File: config.mk
export PLATFORM = sky130hd
export DESIGN_NAME = pipe_stall_ctrl
export DESIGN_NICKNAME = d
export VERILOG_FILES = /design/src/rtl/pipe_stall_ctrl.sv
export SDC_FILE = /design/constraint.sdc
export NUM_CORES = 1
export LEC_CHECK = 0
export ABC_AREA = 1
export BUFFER_PORTS_ARGS = -buffer_cell sky130_fd_sc_hd__buf_2
export CORE_AREA = 8 8 45 47
export CTS_CLUSTER_SIZE = 24
export DETAILED_ROUTE_END_ITERATION = 6
export DIE_AREA = 0 0 53 55
export HOLD_SLACK_MARGIN = 0.06
export SLEW_MARGIN = 5
export SYNTH_ARGS = -nofsm -noshare
export SYNTH_HDL_FRONTEND = slang
export SYNTH_SLANG_ARGS = --single-unit
File: constraint.sdc
create_clock -name clk -period 2.1 [get_ports clk]
set_input_delay 0.21 -clock clk [delete_from_list [all_inputs] [get_ports clk]]
set_output_delay 0.21 -clock clk [all_outputs]
set_load 0.05 [all_outputs]
File: src/rtl/pipe_stall_ctrl.sv
// Central pipeline sequencer: merges load-use, branch flush, MUL/DIV occupancy
// and halt into the enable/flush pins of PC, IF/ID, ID/EX and EX/MEM.
module pipe_stall_ctrl #(
  parameter int MD_LAT    = 4,
  parameter int DRAIN_CYC = 3,
  parameter int CNT_W     = 3
) (
  input  logic clk,
  input  logic rst,
  input  logic loadUse,
  input  logic mdStart,
  input  logic branchTaken,
  input  logic haltReq,
  output logic PCWrite,
  output logic IFIDWrite,
  output logic IFIDFlush,
  output logic IDEXWrite,
  output logic IDEXFlush,
  output logic EXMEMFlush,
  output logic mdBusy,
  output logic halted
);

  typedef enum logic [1:0] {
    RUN,
    MD_WAIT,
    DRAIN,
    HALTED
  } state_t;

  localparam logic [CNT_W-1:0] MD_LOAD    = CNT_W'(MD_LAT - 1);
  localparam logic [CNT_W-1:0] DRAIN_LOAD = CNT_W'(DRAIN_CYC);
  localparam logic [CNT_W-1:0] CNT_ONE    = CNT_W'(1);

  state_t           state;
  state_t           state_nxt;
  logic [CNT_W-1:0] cnt;
  logic [CNT_W-1:0] cnt_nxt;

  always_ff @(posedge clk) begin
    if (rst) begin
      state <= RUN;
      cnt   <= '0;
    end else begin
      state <= state_nxt;
      cnt   <= cnt_nxt;
    end
  end

  // The counter leaves its wait state on reaching 1 rather than 0, so it never wraps.
  always_comb begin
    state_nxt = state;
    cnt_nxt   = cnt;
    unique case (state)
      RUN: begin
        if (branchTaken) begin
          state_nxt = RUN;
        end else if (haltReq) begin
          state_nxt = DRAIN;
          cnt_nxt   = DRAIN_LOAD;
        end else if (loadUse) begin
          state_nxt = RUN;
        end else if (mdStart) begin
          state_nxt = MD_WAIT;
          cnt_nxt   = MD_LOAD;
        end
      end
      MD_WAIT: begin
        if (cnt == CNT_ONE) state_nxt = RUN;
        else                cnt_nxt   = cnt - CNT_ONE;
      end
      DRAIN: begin
        if (cnt == CNT_ONE) state_nxt = HALTED;
        else                cnt_nxt   = cnt - CNT_ONE;
      end
      HALTED: state_nxt = HALTED;
      default: begin
        state_nxt = RUN;
        cnt_nxt   = '0;
      end
    endcase
  end

  always_comb begin
    PCWrite    = 1'b1;
    IFIDWrite  = 1'b1;
    IFIDFlush  = 1'b0;
    IDEXWrite  = 1'b1;
    IDEXFlush  = 1'b0;
    EXMEMFlush = 1'b0;
    mdBusy     = 1'b0;
    halted     = 1'b0;
    if (rst) begin
      PCWrite   = 1'b0;
      IFIDWrite = 1'b0;
      IDEXWrite = 1'b0;
    end else begin
      unique case (state)
        RUN: begin
          // A taken branch makes every other ID-stage request wrong-path.
          if (branchTaken) begin
            IFIDFlush = 1'b1;
            IDEXFlush = 1'b1;
          end else if (haltReq) begin
            PCWrite   = 1'b0;
            IFIDWrite = 1'b0;
          end else if (loadUse) begin
            PCWrite   = 1'b0;
            IFIDWrite = 1'b0;
            IDEXFlush = 1'b1;
          end
        end
        MD_WAIT: begin
          PCWrite    = 1'b0;
          IFIDWrite  = 1'b0;
          IDEXWrite  = 1'b0;
          EXMEMFlush = 1'b1;
          mdBusy     = 1'b1;
        end
        DRAIN: begin
          PCWrite   = 1'b0;
          IFIDWrite = 1'b0;
          IDEXFlush = 1'b1;
        end
        HALTED: begin
          PCWrite   = 1'b0;
          IFIDWrite = 1'b0;
          IDEXWrite = 1'b0;
          halted    = 1'b1;
        end
        default: begin
          PCWrite   = 1'b0;
          IFIDWrite = 1'b0;
          IDEXWrite = 1'b0;
        end
      endcase
    end
  end

endmodule

==> qor.yml <==
status: "completed"
grt.overflow.total: 0
wl_mm: 1.15
place_area_um2: 551
relSlewSlack_pct: 83.2
setup_viol: 0
vias_per_cell: 4.63
fillers: 161
cap_viol_max_count: 0
power.internal_uw: 372
antenna_found_initial: 0
synth_seq_area_share_pct: 20.7
synth.cell_area_um2: 484
p_seq_share_pct: 19.0
hp-start: "rst"
grt_pass1_wl_mm: 1.76
postCtsSetupRepairBufs: 0
ys_seq_elements: 5
power_frac_comb_pct: 66.9
clk_latency_ns: 0.25
r2r-start: "state[0]"
layout_min_cycle_time_ns: 1.71
clock_skew_ns: 0.000696
crit_required_ns: 1.89
vias: 482
end_kind: "output port"
synthCells: 74
fp.dieArea_um2: 2920
die_h_um: 55
core_area_um2: 1380
grt_setup_unrepaired: "no"
io_pins: 14
hp-class: "in -> reg"
path_max_fanout: 6
period_share_pct: 81.3
power_density_nw_per_um2: 1430
synth_warnings: 0
grt_pass1_vias: 444
synth_area_per_cell_um2: 6.54
dp_cells: 100
detail-route-antenna-nets: 0
irDropWorstVdd_uv: 583
numClockSinks: 5
fin_tns_setup_ns: 0
syn_to_final_growth_pct: 19.1
fmax_mhz: 586
crit_path_start_kind: "flip-flop"
crit_type: "reg -> out"
drive_above_1_share_pct: 25.0
p_leak_nw: 0.305
die_w_um: 53
drt_first_iter_violations: 12
post-dp-hpwl_um: 934
design_area_um2: 577
finalMaxSlewViolations: 0
cp.arrival_ns: 1.50
cts_tree: "built"
p_sw_uw: 453
initial_core_util_pct: 35.0
drt_pass1_iterations: 4
grt_use_total_pct: 8.19
avgRoutedWirePerCell_um: 11.0
clkTransAtPathRegs_ns: 0.05
worstMarginPinSlew_ns: 0.254
htreeDepth: 1
setup.worst_path.start: "state[0]"
clockRootBuffer: "clkbuf_4"
clockBufferDepth: 2
layout.nets: 102
diodes: 0
switching_share_pct: 54.9
grt_start_max_net_pins: 9
pwr-share-clk_pct: 14.0
drc: 0
post_cts_resized: 0
ys_types: 18
cts-hold-fix-buffers: 0
holdWs_ns: 0.227
synth_nets: 87
cts_made_buffers: 3
hold_violations: 0
port_buffers: 13
instances_no_fill: 104
rows: 14
gp_congestion: 0.819
-- path summary, 6_finish.rpt --
kind / to / slack (ns) / depth (start not counted)
max: IFIDWrite / 0.39 / 5
min: cnt[2] / 0.23 / 2
max reg2reg: cnt[2] / 0.65 / 7
min reg2reg: cnt[1] / 0.51 / 2
-- registers in the layout, summed over array words and instances, names as in the netlist --
| signal | cells |
|---|---|
| cnt | 3 |
| state | 2 |
-- cell usage after synthesis, drive strengths merged --
cell	number	area, um^2
nand2	14	60.1
inv	13	48.8
nor2	10	45.0
ha	7	87.6
o21ai	6	30.0
dfxtp	5	100
nand3	5	25.0
a21oi	4	27.5
nor3	4	20.0
buf	2	15.0
a21boi	1	7.51
clkbuf	1	3.75
nand4	1	6.26
o31ai	1	7.51
-- critical path: stages, from the launching register on --
cell	delay, ns
dfxtp_1	0.33
inv_1	0.13
ha_1	0.28
o21ai_0	0.12
nor2_1	0.11
buf_2	0.28
-- cell families (layout without fill, tap and decap cells) --
logic type	Yosys count	in the layout	synth area share [%]
AOI/OAI and AO/OA	12	12	15.0
adders and majority gates	7	7	18.1
buffers and inverters	16	30	14.0
DFF	5	5	20.7
and+or+nand+nor	34	34	32.3
-- layout make-up --
| class | count | area (um^2) | share of cell area, % |
|---|---|---|---|
| repair buffers | 13 | 65.1 | 11.3 |
| well taps | 16 | 20.0 | 3.47 |
| clock buffers | 4 | 26.3 | 4.56 |
| flip-flops and latches | 5 | 100 | 17.4 |
| inverters | 13 | 48.8 | 8.46 |
| multi-input cells | 53 | 317 | 54.9 |
-- through the flow --
stage | power, mW | worst slack, ns | util (%)
after floorplan | 0.609 | 0.101 | -
after global placement | 0.703 | 0.676 | 39.8
after detailed placement | 0.711 | 0.657 | 39.8
after CTS | 0.834 | 0.387 | 41.7
after global routing | 0.898 | 0.281 | 41.7
final | 0.825 | 0.394 | 41.7
-- power groups by stage --
stage / clock network, mW / logic, mW / registers [mW]
after global placement: 0 / 0.548 / 0.155
after floorplan: 0 / 0.458 / 0.151
after CTS: 0.121 / 0.556 / 0.156
after detailed placement: 0 / 0.553 / 0.158
after global routing: 0.126 / 0.611 / 0.161
final: 0.116 / 0.552 / 0.157
-- routing by layer --
metal  GRT usage, %  share of wire (%)
met2           12.3                 43
met5              0                  0
met4           6.47                3.1
met1           8.95                 45
met3           3.48                8.9
-- layout by cell type, fill, tap and decap left out --
cell	count
inv_1	13
buf_2	13
nand2_1	11
nor2_1	9
ha_1	7
nand3_1	5
dfxtp_1	5
nor3_1	4
o21ai_0	3
nand2_2	3
o21ai_1	3
clkbuf_4	3
a21oi_1	2
a21oi_2	2
nand4_1	1
nor2_4	1
o31ai_1	1
a21boi_0	1
clkbuf_1	1
(Power assumes the default switching activity.)
